==> config.mk <==
export PLATFORM = sky130hd
export DESIGN_NAME = fifo_thresh
export DESIGN_NICKNAME = d
export VERILOG_FILES = /design/src/rtl/fifo_thresh.sv
export SDC_FILE = /design/constraint.sdc
export NUM_CORES = 1
export LEC_CHECK = 0
export ABC_AREA = 1
export BUFFER_PORTS_ARGS = -buffer_cell sky130_fd_sc_hd__buf_2
export CORE_MARGIN = 3
export CORE_UTILIZATION = 40
export DETAILED_ROUTE_END_ITERATION = 7
export GPL_ROUTABILITY_DRIVEN = 0
export HOLD_SLACK_MARGIN = 0.03
export PLACE_DENSITY = 0.56
export SLEW_MARGIN = 20
export SYNTH_ARGS = -nofsm -noshare
export SYNTH_HDL_FRONTEND = slang
export SYNTH_SLANG_ARGS = --single-unit
==> constraint.sdc <==
create_clock -name clk -period 2.5 [get_ports clk]
set_clock_uncertainty 0.15 [all_clocks]
set_input_delay 0.125 -clock clk [delete_from_list [all_inputs] [get_ports clk]]
set_output_delay 0.125 -clock clk [all_outputs]
set_load 0.02 [all_outputs]
==> src/rtl/fifo_thresh.sv <==
`default_nettype none
// ============================================================================
//  Module   : fifo_thresh
//  Purpose  : Parametrised single-clock FIFO with occupancy count,
//             programmable almost-full / almost-empty thresholds, sticky
//             overflow / underflow flags and an optional first-word-fall-
//             through read mode.
//  Ports    : clk, rst (sync, active high)
//             wr_en, data_in        - write side
//             rd_en, data_out       - read side (read or pop in FWFT mode)
//             clr_err               - clears the sticky error flags
//             full, empty, almost_full, almost_empty, count
//                                   - status, decoded from registered count
//             overflow, underflow   - sticky error flags
//  Revision : 1.0 - initial release
// ============================================================================
module fifo_thresh #(
  parameter int WIDTH    = 8,
  parameter int DEPTH    = 16,
  parameter int AF_LEVEL = DEPTH - 2,
  parameter int AE_LEVEL = 2,
  parameter int FWFT     = 0
) (
  input  logic                     clk,
  input  logic                     rst,
  input  logic                     wr_en,
  input  logic                     rd_en,
  input  logic [WIDTH-1:0]         data_in,
  input  logic                     clr_err,
  output logic [WIDTH-1:0]         data_out,
  output logic                     full,
  output logic                     empty,
  output logic                     almost_full,
  output logic                     almost_empty,
  output logic [$clog2(DEPTH):0]   count,
  output logic                     overflow,
  output logic                     underflow
);

  localparam int AW = $clog2(DEPTH);
  localparam int CW = AW + 1;

  localparam logic [CW-1:0] DEPTH_C = CW'(DEPTH);
  localparam logic [CW-1:0] AF_C    = CW'(AF_LEVEL);
  localparam logic [CW-1:0] AE_C    = CW'(AE_LEVEL);

  // Storage array carries no reset; only pointers and count define validity.
  logic [WIDTH-1:0] mem_q [DEPTH];

  logic [AW-1:0] wr_ptr_q, wr_ptr_d;
  logic [AW-1:0] rd_ptr_q, rd_ptr_d;
  logic [CW-1:0] count_q, count_d;
  logic          overflow_q, overflow_d;
  logic          underflow_q, underflow_d;

  logic rd_ok;
  logic wr_ok;

  // Status is decoded from the registered count only, so no request input
  // has a combinational path to any flag.
  assign full         = (count_q == DEPTH_C);
  assign empty        = (count_q == '0);
  assign almost_full  = (count_q >= AF_C);
  assign almost_empty = (count_q <= AE_C);
  assign count        = count_q;
  assign overflow     = overflow_q;
  assign underflow    = underflow_q;

  always_comb begin
    rd_ok = rd_en && !empty;
    // A read in the same cycle frees a slot, so a write into a full FIFO
    // is still accepted when paired with an accepted read.
    wr_ok = wr_en && (!full || rd_ok);

    wr_ptr_d = wr_ptr_q;
    rd_ptr_d = rd_ptr_q;
    if (wr_ok) wr_ptr_d = wr_ptr_q + 1'b1;
    if (rd_ok) rd_ptr_d = rd_ptr_q + 1'b1;

    count_d = count_q;
    case ({wr_ok, rd_ok})
      2'b10:   count_d = count_q + 1'b1;
      2'b01:   count_d = count_q - 1'b1;
      default: count_d = count_q;
    endcase

    // Setting takes priority over a simultaneous clear.
    overflow_d = overflow_q;
    if (wr_en && !wr_ok)  overflow_d = 1'b1;
    else if (clr_err)     overflow_d = 1'b0;

    underflow_d = underflow_q;
    if (rd_en && !rd_ok)  underflow_d = 1'b1;
    else if (clr_err)     underflow_d = 1'b0;
  end

  always_ff @(posedge clk) begin
    if (rst) begin
      wr_ptr_q    <= '0;
      rd_ptr_q    <= '0;
      count_q     <= '0;
      overflow_q  <= 1'b0;
      underflow_q <= 1'b0;
    end else begin
      wr_ptr_q    <= wr_ptr_d;
      rd_ptr_q    <= rd_ptr_d;
      count_q     <= count_d;
      overflow_q  <= overflow_d;
      underflow_q <= underflow_d;
    end
  end

  // Writes presented during reset are discarded.
  always_ff @(posedge clk) begin
    if (!rst && wr_ok) begin
      mem_q[wr_ptr_q] <= data_in;
    end
  end

  generate
    if (FWFT != 0) begin : g_fwft
      // Head word is visible combinationally; meaningless while empty.
      assign data_out = mem_q[rd_ptr_q];
    end else begin : g_std
      logic [WIDTH-1:0] data_out_q, data_out_d;

      // Output register only loads on an accepted read; rejected reads hold.
      always_comb begin
        data_out_d = data_out_q;
        if (rd_ok) data_out_d = mem_q[rd_ptr_q];
      end

      always_ff @(posedge clk) begin
        if (rst) data_out_q <= '0;
        else     data_out_q <= data_out_d;
      end

      assign data_out = data_out_q;
    end
  endgenerate

endmodule
`default_nettype wire

Yosys cells after proc, flatten, opt, wreduce, memory -nomap -nowiden --
Memories as Yosys holds them, arrays and structs flattened. A register that Yosys moved wholly into a read port is not among the register bits. Cells that the tools add are included.
Cells by class: $add $sub $neg 4, magnitude comparators 2, equal/unequal tests 3, mux-type cells 6, reduce and logical (&&, ||, !) cells 15
Operator list (count):
- 5-bit one-hot mux with 2 select lines | 1
- 4-bit by 1-bit adder with 4-bit output (second input constant) | 2
- 2-bit nonzero test | 3
- 5-bit by 1-bit adder with 5-bit output (second input constant) | 1
- 5-bit == test (second input constant) | 1
- 5-bit by 4-bit greater-or-equal comparator with 1-bit output (second input constant) | 1
- 5-bit by 2-bit less-or-equal comparator with 1-bit output (second input constant) | 1
- 1-bit logical AND | 5
- 1-bit logical NOT | 5
- 5-bit logical NOT | 1
- 1-bit 2-to-1 mux | 5
- 5-bit by 1-bit subtractor with 5-bit output (second input constant) | 1
- 2-bit by 1-bit == test with 1-bit output (second input constant) | 1
- 2-bit == test (second input constant) | 1
- 1-bit logical OR | 1
Word-level totals: register bits 15, memory bits (writable) 128, logic and storage cells 36, memories kept 1
Memories:
- mem_q | words 16, width 8, read ports 1, clocked after memory_dff 1, write ports 1, RTL line 48 | logic [WIDTH-1:0] mem_q [DEPTH];

Depth between registers and ports, before layout --
Gate-level depths: netlist of the first run.
depth after elaboration 8, depth in mapped cells 15, gate-level depth less buffers 15

Worst setup path before layout of the first run --
No wires, ideal clock.
path kind register to register, start register count_q[0], in the netlist count[0], end register count_q[4], in the netlist count[4], setup time 115 ps, data arrival time 1892 ps, required time 2235 ps, slack 343 ps, stages on the path, launching flop included 16, cells stage by stage dfxtp_1 > nor2_4 > nand3_4 > nand2_4 > inv_2 > nand2_1 > inv_1 > fa_1 > nand2_1 > nand2_1 > a21oi_1 > nand2_1 > nand2_1 > nand3_1 > nand2_1 > nor2_1
On the way: cells in the longest elaborated chain, start to end 7
RTL lines:
- start, declared | RTL line 52 | logic [CW-1:0] count_q, count_d;
- start signal, assigned | RTL line 107 | count_q <= count_d;
- 5-bit logical NOT | RTL line 62 | assign empty = (count_q == '0);
- 1-bit logical NOT | RTL line 70 | rd_ok = rd_en && !empty;
- 1-bit logical AND | RTL line 70
- 1-bit logical OR | RTL line 73 | wr_ok = wr_en && (!full || rd_ok);
- 1-bit logical AND | RTL line 73
- 2-bit by 1-bit == test with 1-bit output or 2-bit == test (tied branches) | RTL line 81 | case ({wr_ok, rd_ok})
- 5-bit one-hot mux with 2 select lines or 2-bit nonzero test (tied branches)
Several ways; a longest one is shown, not always the timed one. A chain may end at the register's enable or synchronous reset.

Final worst setup path of the first run --
Same ends and word-level chain as after synthesis.

==> summary.txt, run 1 <==
Core area = 0.01612 mm^2
Netlist cell types = 29
Layout cells sized above 1 = 13.00%
Remaining Overflow, GRT = 0
Chip height = 135.2 um
Vias per cell = 4.754
Ant diodes = 0
Final period utilization = 90.39%
Pwr dens = 890.9 mW/mm^2
First-pass GRT wire length = 24.47 mm
Final TNS setup = 0 ns
Worst Hold Depth = 2
RSZ-0062 raised after global routing = false
# clock sinks = 151
Setup Viol. Count Final = 0
Worst Setup Path Type = flip-flop to flip-flop
Mapped Area = 0.006681 mm^2
Initial Util = 41.46%
Die Wd = 135.2 um
Final HPWL DP = 9.996 mm
CP startpoint kind = flip-flop
Vias post-DR = 4573
TritonCTS Buffers = 17
Arrival time at the worst endpoint = 2.42 ns
Worst-Skew Late Latency = 0.42 ns
Static Leakage = 3.330 nW
Max Cap Viol = 0
DRT Pass-1 Iters = 4
Commonest non-fill, non-tap cells in the layout = 190 x nand2_1, 128 x edfxtp_1, 102 x nand3_1
CTS root buf = clkbuf_16
Hold Violations, Final = 0
Vias in the first global route = 4605
Area delta synth->final = 16.31%
Setup bufs post-CTS = 0
Status = finished, final reports clean
Post-synthesis instance total = 675
Drc violations = 0
Maximum achievable frequency = 0.4425 GHz
Post-DRT Antenna Nets = 0
Max Slew Vio Count = 0
Measured slew at the worst slew-check pin = 0.5956 ns
VDD IR max = 0.4937 mV
Pin count of the biggest net entering global routing = 37
Relative slew slack = 60.05%
Initial antenna violation count = 0
Flops & latches, synth = 151
Worst-path clk slew = 0.06 ns
CP Capture Type = flip-flop
Minimum clock period = 2.260 ns
R2R cell count = 15
Global Route Usage Sum = 17.71%
Final WL = 15.24 mm
Commonest non-fill, non-tap cell in the layout = nand2_1
H-tree depth = 4
Syn nets = 697
Final nets = 756
Clock Tree Buf Depth = 2
CTS tree = done
I/O Pins = 32
CP Max Fanout = 7
IO buf count = 31
Avg Inst Size Synth = 9.898 um^2
HP Class = flip-flop to flip-flop
Worst Path Required = 2.66 ns
Register area share after synthesis = 64.42%
Die area = 0.01829 mm^2
Initial DRC Count = 388
Overall power = 6.923 mW
Synth warn = 0
Site Rows = 46
Avg WL per Cell = 15.84 um
[worst max-delay path: stages (launching register included)]
cell and delay [ns]:
dfxtp_1 0.40, nor2_4 0.19, nand3_4 0.10, nand2_4 0.09, inv_2 0.04, nand2_1 0.06
inv_1 0.09, fa_1 0.41, nand2_1 0.08, nand2_1 0.05, a21oi_1 0.17, nand2_1 0.07
nand2_1 0.08, nand3_1 0.06, nand2_1 0.06, nor2_1 0.04
[final timing paths]
path	slack (ns)	start	to
hold / removal	0.36	wr_ptr_q[3]	wr_ptr_q[3]
setup reg to reg	0.24	count[0]	count[4]
hold reg to reg	0.36	wr_ptr_q[3]	wr_ptr_q[3]
setup / recovery	0.24	count[0]	count[4]
[cell families (layout without fill, tap and decap cells)]
| logic type | after synthesis | in the layout | share of synthesized area (%) |
|---|---|---|---|
| AO/OA/AOI/OAI | 30 | 30 | 2.622 |
| XOR/XNOR | 3 | 3 | 0.3933 |
| adder cells (fa/ha/maj) | 9 | 9 | 1.798 |
| buffers and inverters | 122 | 193 | 7.902 |
| flip-flops | 151 | 151 | 64.42 |
| AND/OR/NAND/NOR | 360 | 360 | 22.87 |
[metrics by stage]
| step | hold WS (ns) | instance area, um^2 | worst slack [ns] | std cells | utilization [%] |
|---|---|---|---|---|---|
| floorplan | 0.07387 | 6681 | 0.3431 | 675 | - |
| global placement | 0.2432 | 7109 | 0.2994 | 917 | 44.11 |
| detailed placement | 0.2613 | 7109 | 0.2464 | 917 | 44.11 |
| CTS | 0.3637 | 7771 | 0.2298 | 962 | 48.22 |
| global route | 0.4243 | 7771 | 0.06054 | 962 | 48.22 |
| finish | 0.3597 | 7771 | 0.2402 | 962 | 48.22 |
[power breakdown]
group	switching (mW)	leakage, nW	total (mW)	internal (mW)
clock	0.928	0.260	2.27	1.34
sequential	0.103	1.34	2.95	2.84
combinational	1.17	1.73	1.70	0.530
[cell usage after synthesis]
master | count | area (um^2)
buf_2 | 11 | 55.05
o21ai_0 | 16 | 80.08
o21bai_1 | 1 | 7.510
nor2_1 | 61 | 229.0
nor2_4 | 2 | 22.52
o21ai_2 | 1 | 8.760
dfxtp_1 | 23 | 460.4
clkinv_1 | 2 | 7.510
nand2_2 | 1 | 6.260
inv_1 | 87 | 326.6
buf_1 | 1 | 3.750
buf_6 | 3 | 33.78
buf_4 | 9 | 67.56
a2111oi_0 | 1 | 8.760
inv_2 | 4 | 15.01
nand2_1 | 190 | 713.2
nand3_1 | 102 | 510.5
a21oi_4 | 1 | 16.27
a21oi_2 | 1 | 8.760
xor2_1 | 3 | 26.28
clkbuf_1 | 5 | 18.77
a21oi_1 | 8 | 40.04
nor2_2 | 1 | 6.260
ha_1 | 8 | 100.1
nand2_4 | 2 | 22.52
o21ai_1 | 1 | 5.000
fa_1 | 1 | 20.02
edfxtp_1 | 128 | 3844
nand3_4 | 1 | 17.52
[registers in the layout, summed over array words and instances (netlist names)]
signal	count
underflow	1
count	5
rd_ptr_q	4
data_out	8
overflow	1
mem_q	128
wr_ptr_q	4
[layout make-up]
class	instances	area, um^2
Timing Repair Buffer	69	475.5
Clock inverter	11	85.08
Inverter	93	349.1
Multi-Input combinational cell	402	1849
Tap cell	216	270.3
Fill cell	1537	8344
Clock buffer	20	436.7
Sequential cell	151	4305
[routing by layer]
layer	global-route usage, %	vias to the layer above	share of wire (%)	wire (um)
met5	0	-	0	0
met4	5.991	0	1.3	192
met3	3.232	11	3.8	575
met2	30.03	76	51	7698
met1	23.00	2175	44	6774
li1	-	2311	-	-
[repair_timing]
item,in CTS,in global routing
hold buffers,14,0
endpoints found under the hold margin,143,0
gates resized for setup,0,0
Note: power is estimated with default switching activity, not from simulation.
==> inputs of run 2 (changes only) <==
- PLACE_DENSITY: 0.56 -> not set
- PLACE_DENSITY_LB_ADDON: not set -> 0.15
- RECOVER_POWER: not set -> 50
==> summary.txt, run 2 (synthesized netlist as in run 1, its figures left out) <==
Max Slew Vio Count = 0 (unchanged)
Final core occ = 48.76% (+0.54 points)
Number of fill cells = 1513 (-1.6%)
Avg WL per Cell = 16.19 um (+2.2%)
Crit-path leading delay family = simple AND/OR/NAND/NOR gates
Post-DRT Antenna Nets = 0 (unchanged)
H-tree depth = 4 (unchanged)
Area delta synth->final = 17.60%
HP Class = flip-flop to flip-flop
Cells along the critical path = nor2_4 > nand3_4 > nand2_4 > inv_2 > nand2_1 > inv_1 > fa_1 > nand2_1 > nand2_1 > a21oi_2 > nand2_1 > nand2_1 > nand3_1 > nand2_1 > nor2_1
Drc violations = 0 (unchanged)
Final WL = 15.56 mm (+2.1%)
Remaining Overflow, GRT = 0 (unchanged)
CP startpoint kind = flip-flop
Setup Viol. Count Final = 0 (unchanged)
Largest Register = mem_q
Hold Violations, Final = 0 (unchanged)
WHS = 0.3778 ns (+0.01812 ns)
VDD IR max = 0.5537 mV (+12%)
Final period utilization = 89.77% (-0.62 points)
CP Max Fanout = 7 (unchanged)
Layout cells sized above 1 = 10.07% (-2.9 points)
Worst Setup Path Type = flip-flop to flip-flop
Worst-Skew Late Latency = 0.42 ns (about the same)
Pwr dens = 943.8 mW/mm^2 (+5.9%)
Setup bufs post-CTS = 0 (unchanged)
Reg2Reg Setup Slack = 0.26 ns (+0.02 ns)
DRT Pass-1 Iters = 4 (unchanged)
Vias in the first global route = 4463 (-3.1%)
Max Cap Viol = 0 (unchanged)
First-pass GRT wire length = 24.49 mm (about the same)
Commonest non-fill, non-tap cell in the layout = nand2_1
Minimum clock period = 2.244 ns (-0.01554 ns)
Slowest stage delay, CP = 0.41 ns (about the same)
Post-Place Setup Slack = 0.2319 ns (-0.01458 ns)
Pin count of the biggest net entering global routing = 67 (+81%)
TritonCTS Buffers = 17 (unchanged)
RSZ-0062 raised after global routing = false
Global Route Usage Sum = 17.98% (+0.27 points)
Critical-path top delay cell = fa_1
Initial antenna violation count = 0 (unchanged)
PnR worst setup slack = 0.2558 ns (+0.01554 ns)
Core area = 0.01612 mm^2 (unchanged)
CTS tree = done
Die area = 0.01829 mm^2 (unchanged)
Vias post-DR = 4574 (+0.022%)
Arrival time at the worst endpoint = 2.41 ns (about the same)
Initial DRC Count = 310 (-20%)
Worst Path Required = 2.66 ns (about the same)
Relative slew slack = 33.16% (-27 points)
Final TNS setup = 0 ns (unchanged)
I/O Pins = 32 (unchanged)
Chip height = 135.2 um (unchanged)
CTS root buf = clkbuf_16
Measured slew at the worst slew-check pin = 1.003 ns (+0.4070 ns)
Initial Util = 41.46% (unchanged)
Clock Tree Buf Depth = 2 (unchanged)
CP Capture Type = flip-flop
IO buf count = 31 (unchanged)
Placed instance area = 0.007114 mm^2 (about the same)
# clock sinks = 151 (unchanged)
Ant diodes = 0 (unchanged)
Final HPWL DP = 10.00 mm (about the same)
Most frequent CP cell = nand2_1
Commonest non-fill, non-tap cells in the layout = 190 x nand2_1, 128 x edfxtp_1, 102 x nand3_1
Static Leakage = 3.291 nW (-1.2%)
Status = finished, final reports clean
Vias per cell = 4.760 (+0.13%)
Max reg flops = 128 (unchanged)
Maximum achievable frequency = 0.4456 GHz (+0.69%)
Site Rows = 46 (unchanged)
Worst path bufs/invs = 2 (unchanged)
Final nets = 755 (-0.13%)
Die Wd = 135.2 um (unchanged)
Design area = 0.007858 mm^2 (+1.1%)
Worst-path clk slew = 0.06 ns (about the same)
==> run 2: cell types whose count changed in the layout (fill, tap and decap cells not counted), sizes merged <==
cell | before | now
clkbuf | 20 | 42
clkinvlp | 1 | 2
clkinv | 11 | 8
bufinv | 1 | 5
buf | 55 | 30
==> run 2: cell type report <==
cell class | count | area [um^2] | share of cell area, %
Multi-Input combinational cell | 402 | 1849 | 23.53
Clock inverter | 13 | 205.2 | 2.611
Sequential cell | 151 | 4307 | 54.81
Inverter | 93 | 349.1 | 4.443
Clock buffer | 18 | 429.2 | 5.462
Timing Repair Buffer | 68 | 447.9 | 5.701
Tap cell | 216 | 270.3 | 3.439
==> run 2: timing repair <==
action / 4_1_cts / 5_1_grt
endpoints found under the hold margin: 135 / 0
hold buffers: 14 / 0
setup endpoints to repair: 0 / 1
gates resized for setup: 0 / 2
==> run 2: through the flow <==
stage	total power, mW	std cells
final	7.416	961
after global routing	7.810	961
after CTS	7.505	961
after detailed placement	4.749	916
after global placement	4.730	916
after floorplan	4.224	675
==> run 2: power breakdown <==
group | switching [mW] | total [mW] | internal (mW) | leakage, nW
clock network | 0.968 | 2.73 | 1.76 | 0.303
logic | 1.23 | 1.74 | 0.510 | 1.64
registers | 0.0991 | 2.94 | 2.85 | 1.34
==> run 2: path summary, 6_finish.rpt <==
check / cells past startpoint / start / to
worst min-delay path: 2 / wr_ptr_q[3] / wr_ptr_q[3]
worst max register to register: 15 / count[1] / count[4]
worst max-delay path: 15 / count[1] / count[4]
worst min register to register: 2 / wr_ptr_q[3] / wr_ptr_q[3]
==> run 2: tightest hold or removal path, stage by stage, from the launching register on <==
cell and delay, ns:
dfxtp_1 0.33, nand2_1 0.07, a21oi_1 0.07
==> run 2: metal layers <==
metal,global-route usage [%],routed length (um),up-vias
li1,-,-,2308
met1,24.26,7097,2161
met2,28.24,7385,90
met3,5.238,866,15
met4,5.599,207,0
met5,0,0,-
